===== config.mk =====
export PLATFORM = sky130hd
export DESIGN_NAME = gray_conv_arbiter_flat
export DESIGN_NICKNAME = d
export VERILOG_FILES = /design/src/rtl/gray_conv_arbiter_if.sv /design/src/rtl/gray_conv_arbiter.sv /design/src/flat_wrapper.sv
export SDC_FILE = /design/constraint.sdc
export NUM_CORES = 1
export LEC_CHECK = 0
export CORE_UTILIZATION = 30
export DETAILED_ROUTE_END_ITERATION = 16
export GPL_TIMING_DRIVEN = 0
export HOLD_SLACK_MARGIN = 0.15
export PLACE_DENSITY_LB_ADDON = 0.2
export SLEW_MARGIN = 20
export SYNTH_ARGS = -nofsm -noshare
export SYNTH_HDL_FRONTEND = slang
export SYNTH_SLANG_ARGS = --single-unit

===== constraint.sdc =====
create_clock -name clk -period 2.6 [get_ports clk]
set_input_delay 0.26 -clock clk [delete_from_list [all_inputs] [get_ports clk]]
set_output_delay 0.26 -clock clk [all_outputs]
set_load 0.02 [all_outputs]

===== src/rtl/gray_conv_arbiter_if.sv =====
// Handshake bundle for gray_conv_arbiter: two Gray-coded requesters (A, B)
// on the input side and one binary result channel on the output side.
// The master modport is the environment side; slave is the arbiter.
interface gray_conv_arbiter_if #(
  parameter int WIDTH = 8
);
  logic             a_valid;
  logic [WIDTH-1:0] a_gray;
  logic             a_ready;
  logic             b_valid;
  logic [WIDTH-1:0] b_gray;
  logic             b_ready;
  logic             out_valid;
  logic [WIDTH-1:0] out_bin;
  logic [WIDTH-1:0] out_gray;
  logic             out_id;
  logic             out_err;
  logic             out_ready;
  logic             busy;

  modport master (
    output a_valid, a_gray, b_valid, b_gray, out_ready,
    input  a_ready, b_ready, out_valid, out_bin, out_gray, out_id, out_err, busy
  );

  modport slave (
    input  a_valid, a_gray, b_valid, b_gray, out_ready,
    output a_ready, b_ready, out_valid, out_bin, out_gray, out_id, out_err, busy
  );
endinterface


===== src/rtl/gray_conv_arbiter.sv =====
// Round-robin arbiter in front of one registered Gray-to-binary stage.
// Two requesters share the converter; the one-word result register can be
// drained and refilled in the same cycle, so throughput is one word/cycle.
// Optional feature macro: GRAY_CONV_STEP_CHECK_EN enables per-requester
// step checking (out_err flags any code change that is not a single bit).
module gray_conv_arbiter #(
  parameter int WIDTH = 8
) (
  input  logic                clk,
  input  logic                rst_n,
  input  logic                ena,
  gray_conv_arbiter_if.slave  bus
);

  typedef enum logic {
    EMPTY = 1'b0,
    FULL  = 1'b1
  } state_t;

  localparam logic [WIDTH-1:0] ONE = {{(WIDTH-1){1'b0}}, 1'b1};

  state_t           state;
  state_t           state_next;
  logic             last_id;
  logic             grant_valid;
  logic             grant_id;
  logic [WIDTH-1:0] grant_gray;
  logic [WIDTH-1:0] grant_bin;
  logic             can_accept;
  logic             accept;
  logic             drain;
  logic [WIDTH-1:0] bin_q;
  logic [WIDTH-1:0] gray_q;
  logic             id_q;

  // Each binary bit is the XOR of all Gray bits at or above it.
  function automatic logic [WIDTH-1:0] gray2bin(input logic [WIDTH-1:0] g);
    logic [WIDTH-1:0] b;
    b[WIDTH-1] = g[WIDTH-1];
    for (int i = WIDTH - 2; i >= 0; i--) begin
      b[i] = b[i+1] ^ g[i];
    end
    return b;
  endfunction

  // Arbitration, accept/drain decisions and EMPTY/FULL next state.
  always_comb begin
    grant_valid = 1'b0;
    grant_id    = 1'b0;
    grant_gray  = bus.a_gray;
    state_next  = state;
    if (bus.a_valid && bus.b_valid) begin
      grant_valid = 1'b1;
      grant_id    = ~last_id;
    end else if (bus.a_valid) begin
      grant_valid = 1'b1;
      grant_id    = 1'b0;
    end else if (bus.b_valid) begin
      grant_valid = 1'b1;
      grant_id    = 1'b1;
    end
    if (grant_id) begin
      grant_gray = bus.b_gray;
    end
    // rst_n gating keeps both readies low for the whole reset interval
    can_accept = rst_n && ena && ((state == EMPTY) || bus.out_ready);
    accept     = can_accept && grant_valid;
    drain      = (state == FULL) && bus.out_ready;
    case (state)
      EMPTY: if (accept) state_next = FULL;
      FULL:  if (drain && !accept) state_next = EMPTY;
      default: state_next = EMPTY;
    endcase
  end

  assign grant_bin = gray2bin(grant_gray);

  // EMPTY/FULL state register.
  always_ff @(posedge clk or negedge rst_n) begin
    if (!rst_n) state <= EMPTY;
    else        state <= state_next;
  end

  // Result register and round-robin pointer; both move only on an accept.
  always_ff @(posedge clk or negedge rst_n) begin
    if (!rst_n) begin
      bin_q   <= '0;
      gray_q  <= '0;
      id_q    <= 1'b0;
      last_id <= 1'b1;
    end else if (accept) begin
      bin_q   <= grant_bin;
      gray_q  <= grant_gray;
      id_q    <= grant_id;
      last_id <= grant_id;
    end
  end

`ifdef GRAY_CONV_STEP_CHECK_EN
  logic [WIDTH-1:0] prev_gray_a;
  logic [WIDTH-1:0] prev_gray_b;
  logic             prev_seen_a;
  logic             prev_seen_b;
  logic             grant_err;
  logic             err_q;
  logic [WIDTH-1:0] step_diff;

  // A legal step changes exactly one bit against that requester's last word.
  always_comb begin
    step_diff = grant_id ? (grant_gray ^ prev_gray_b) : (grant_gray ^ prev_gray_a);
    grant_err = (grant_id ? prev_seen_b : prev_seen_a) &&
                !((step_diff != '0) && ((step_diff & (step_diff - ONE)) == '0));
  end

  // Per-requester history, so interleaving never mixes the two streams.
  always_ff @(posedge clk or negedge rst_n) begin
    if (!rst_n) begin
      prev_gray_a <= '0;
      prev_gray_b <= '0;
      prev_seen_a <= 1'b0;
      prev_seen_b <= 1'b0;
      err_q       <= 1'b0;
    end else if (accept) begin
      err_q <= grant_err;
      if (grant_id) begin
        prev_gray_b <= grant_gray;
        prev_seen_b <= 1'b1;
      end else begin
        prev_gray_a <= grant_gray;
        prev_seen_a <= 1'b1;
      end
    end
  end

  assign bus.out_err = err_q;
`else
  assign bus.out_err = 1'b0;
`endif

  assign bus.a_ready   = accept && !grant_id;
  assign bus.b_ready   = accept && grant_id;
  assign bus.out_valid = (state == FULL);
  assign bus.busy      = (state == FULL);
  assign bus.out_bin   = bin_q;
  assign bus.out_gray  = gray_q;
  assign bus.out_id    = id_q;

endmodule


===== src/flat_wrapper.sv =====
// flat-port wrapper written by rule: the top's interface ports become plain ports
module gray_conv_arbiter_flat 
#(
  parameter int WIDTH = 8
)
  (clk, rst_n, ena, bus_a_valid, bus_a_gray, bus_b_valid, bus_b_gray, bus_out_ready, bus_a_ready, bus_b_ready, bus_out_valid, bus_out_bin, bus_out_gray, bus_out_id, bus_out_err, bus_busy);
  gray_conv_arbiter_if #(.WIDTH(WIDTH)) bus_i ();
  input  logic clk;
  input  logic rst_n;
  input  logic ena;
  input wire logic [$bits(bus_i.a_valid)-1:0] bus_a_valid;
  input wire logic [$bits(bus_i.a_gray)-1:0] bus_a_gray;
  input wire logic [$bits(bus_i.b_valid)-1:0] bus_b_valid;
  input wire logic [$bits(bus_i.b_gray)-1:0] bus_b_gray;
  input wire logic [$bits(bus_i.out_ready)-1:0] bus_out_ready;
  output wire logic [$bits(bus_i.a_ready)-1:0] bus_a_ready;
  output wire logic [$bits(bus_i.b_ready)-1:0] bus_b_ready;
  output wire logic [$bits(bus_i.out_valid)-1:0] bus_out_valid;
  output wire logic [$bits(bus_i.out_bin)-1:0] bus_out_bin;
  output wire logic [$bits(bus_i.out_gray)-1:0] bus_out_gray;
  output wire logic [$bits(bus_i.out_id)-1:0] bus_out_id;
  output wire logic [$bits(bus_i.out_err)-1:0] bus_out_err;
  output wire logic [$bits(bus_i.busy)-1:0] bus_busy;
  assign bus_i.a_valid = bus_a_valid;
  assign bus_i.a_gray = bus_a_gray;
  assign bus_i.b_valid = bus_b_valid;
  assign bus_i.b_gray = bus_b_gray;
  assign bus_i.out_ready = bus_out_ready;
  assign bus_a_ready = bus_i.a_ready;
  assign bus_b_ready = bus_i.b_ready;
  assign bus_out_valid = bus_i.out_valid;
  assign bus_out_bin = bus_i.out_bin;
  assign bus_out_gray = bus_i.out_gray;
  assign bus_out_id = bus_i.out_id;
  assign bus_out_err = bus_i.out_err;
  assign bus_busy = bus_i.busy;
  gray_conv_arbiter #(.WIDTH(WIDTH)) u_core (.clk(clk), .rst_n(rst_n), .ena(ena), .bus(bus_i));
endmodule

==> flow_summary.toml <==
[cts]
clock_latency_ns = 0.29
cts.sinks = 18
cts_tree = "done"
cts_made_buffers = 3
cts.path.max_buffers = 2
h-tree-depth = 1
clk_pin_slew_worst_paths_ns = 0.10
root_buffer = "clkbuf_4"

[flow_run]
drv_cap = 0

[sta]
hold_violations = 0
relSlewSlack_pct = 46.5
worst_pin_slew_ns = 0.800
setup_tns_ns = 0
finalCritPeriodShare_pct = 95.3
finClkSkew_ns = 0.00522
setup_ws_ns = 0.123
setup_violations = 0
maxSlewViolCount = 0
timing.fmax_mhz = 404
rsz0062_at_grt = "false"
period_needed_ns = 2.48

[grt]
grt_util_met2_pct = 22.1
antenna_found_initial = 0
grt_use_met3_pct = 3.57
grt_pass1_wl_mm = 3.66
grt_max_degree = 18
met1_usage_pct = 17.7
grt_pass1_vias = 811
top_usage_layer = "met2"
grtUsageTotal_pct = 13.6
grt_overflow = 0

[layout]
num-fill-cells = 351
n_antenna_cell = 0
final_common_cell = "clkdlybuf4s50_1"
drive_gt1_share_pct = 9.52
multiInputGateArea_um2 = 568
nets = 170
regArea_um2 = 452
layout_common_cells = "clkdlybuf4s50_1 (40), nand2_1 (19), dfrtp_1 (17), o21ai_0 (12), mux2i_1 (11)"
area_delta_synth_final_pct = 51.2

[floorplanning]
initial_core_util_pct = 31.6
pin_count = 44
die_x_um = 61.5
die_h_um = 61.5
core.rowCount = 21
die_area_um2 = 3790
core-area_um2 = 3360

[drt]
viasPerCell = 4.56
drcViolationCount = 0
first_iter_violations = 26
routed_wirelength_mm = 2.39
drt_pre_antenna_iters = 4
wire_per_inst_um = 12.4
ant_nets = 0
num_vias = 880

[setup_path]
cpLargestDelayFamily = "buffers and inverters"
path_class = "input port to primary output"
cp.arrival_ns = 2.22
cp.required_ns = 2.34
end_kind = "primary output"
critPathSlowestCell = "clkdlybuf4s50_1"
critPathMaxStageDelay_ns = 0.61
crit_chain = "dlygate4sd3_1, clkdlybuf4s15_2, o2111ai_1, clkbuf_2, nor2_1, clkdlybuf4s50_1"
cp-start-kind = "input port"
path_max_fanout = 10
crit_buf_inv = 4

[placed_design]
place_congestion = 0.737
post-place-ws_ns = -0.525
portBuffers = 42
dp_hpwl_mm = 1.82

[power]
p_leak_nw = 0.752
power-per-cell-area_nw_per_um2 = 645
finalPower_mw = 1.04
swShare_pct = 33.4
clkPwrFrac_pct = 16.9
irDropWorstVdd_uv = 277
internal_power_mw = 0.690
p_comb_share_pct = 46.2
power_switching_mw = 0.346
seq_power_share_pct = 36.9

[logic_synthesis]
yosysUniqueCellTypes = 25
avgSynthCellArea_um2 = 10.7
seq_area_frac_synth_pct = 42.5
yosys_register_bits = 18
synth_fp_nets = 121
synth_area_um2 = 1060
yosysWarnings = 0
netlist_instances = 99

[worst_hold_path]
hold_path_class = "register to register"

[status]
status = "finished, final reports clean"
-- power groups by stage --
stage,clock (mW),sequential (mW),combinational [mW]
floorplan,0,0.465,0.187
detailed placement,0,0.390,0.479
finish,0.175,0.383,0.478
CTS,0.186,0.384,0.484
global route,0.199,0.392,0.516
global placement,0,0.387,0.476
-- cell families (layout without fill, tap and decap cells) --
logic type / count (synthesis) / after routing / share of synthesized area [%]
compound gates: 20 / 20 / 11.2
xor+xnor: 17 / 17 / 22.2
buf+inv: 8 / 56 / 4.12
flops: 18 / 18 / 42.5
mux: 11 / 11 / 10.4
other cells: 1 / 1 / 0.353
simple gates: 24 / 24 / 9.30
-- state kept, by name, summed over array words and instances (netlist names) --
signal and flops:
u_core.bus.busy 1, u_core.bus.out_id 1, u_core.last_id 1, u_core.bus.out_gray 7, u_core.bus.out_bin 8
-- metal layers --
layer / vias up / wire length, um
met5: - / 0
met4: 0 / 12
met3: 2 / 136
met2: 32 / 1100
met1: 419 / 1140
li1: 427 / -
-- timing repair --
item                                   4_1_cts  5_1_grt
setup endpoints to repair                    2        2
cloned                                       0        0
hold buffers                                 2        0
gates resized for setup                      4        4
endpoints found under the hold margin       17        0
buffers inserted                             0        0
-- area by class of cell --
class	count	share of cell area, %
Timing Repair Buffer	44	27.6
Tap cell	46	3.58
Sequential cell	18	28.1
Multi-Input combinational cell	73	35.3
Clock buffer	4	2.26
Buffer	8	3.11
-- synth_stat cells, drive strengths merged --
cell type	count	area share (%)
nand2b	1	0.59
nand2	19	6.7
xnor3	4	8.6
xnor2	8	6.6
xor2	3	2.5
mux2i	11	10
or2b	1	0.71
o2111a	1	1.1
a31oi	1	0.59
nor2	2	0.71
buf	5	3.1
a21boi	1	0.71
a21o	2	1.4
dfrtp	17	40
xor3	2	4.6
o21ai	14	6.6
o2111ai	1	0.82
dfstp	1	2.5
and2	1	0.59
clkbuf	3	1.1
conb	1	0.35
-- metrics by stage --
step | util (%) | area [um^2] | cells | hold WS [ns]
6_report | 47.8 | 1610 | 193 | 0.489
3_5_place_dp | 45.8 | 1540 | 187 | 0.473
2_1_floorplan | - | 1060 | 99 | -0.0356
3_3_place_gp | 45.8 | 1540 | 187 | 0.463
5_1_grt | 47.8 | 1610 | 193 | 0.526
4_1_cts | 47.6 | 1600 | 193 | 0.499
-- tightest hold or removal path, stage by stage (launching register included) --
cell and delay (ns):
dfrtp_1 0.35, nand2_1 0.05, o21ai_0 0.06
-- path summary, 6_finish.rpt --
check | to | slack (ns) | depth (start not counted) | start
setup / recovery | bus_a_ready | 0.12 | 6 | rst_n
setup reg to reg | u_core.bus.out_id$_DFFE_PN0P_ | 1.14 | 5 | u_core.last_id$_DFFE_PN1P_
hold reg to reg | u_core.bus.out_gray[5]$_DFFE_PN0P_ | 0.49 | 2 | u_core.bus.out_gray[5]$_DFFE_PN0P_
hold / removal | u_core.bus.out_gray[5]$_DFFE_PN0P_ | 0.49 | 2 | u_core.bus.out_gray[5]$_DFFE_PN0P_
max in group asynchronous | u_core.bus.out_gray[6]$_DFFE_PN0P_ | 0.81 | 3 | rst_n
min in group asynchronous | u_core.last_id$_DFFE_PN1P_ | 0.57 | 2 | rst_n
(Power assumes the default switching activity.)
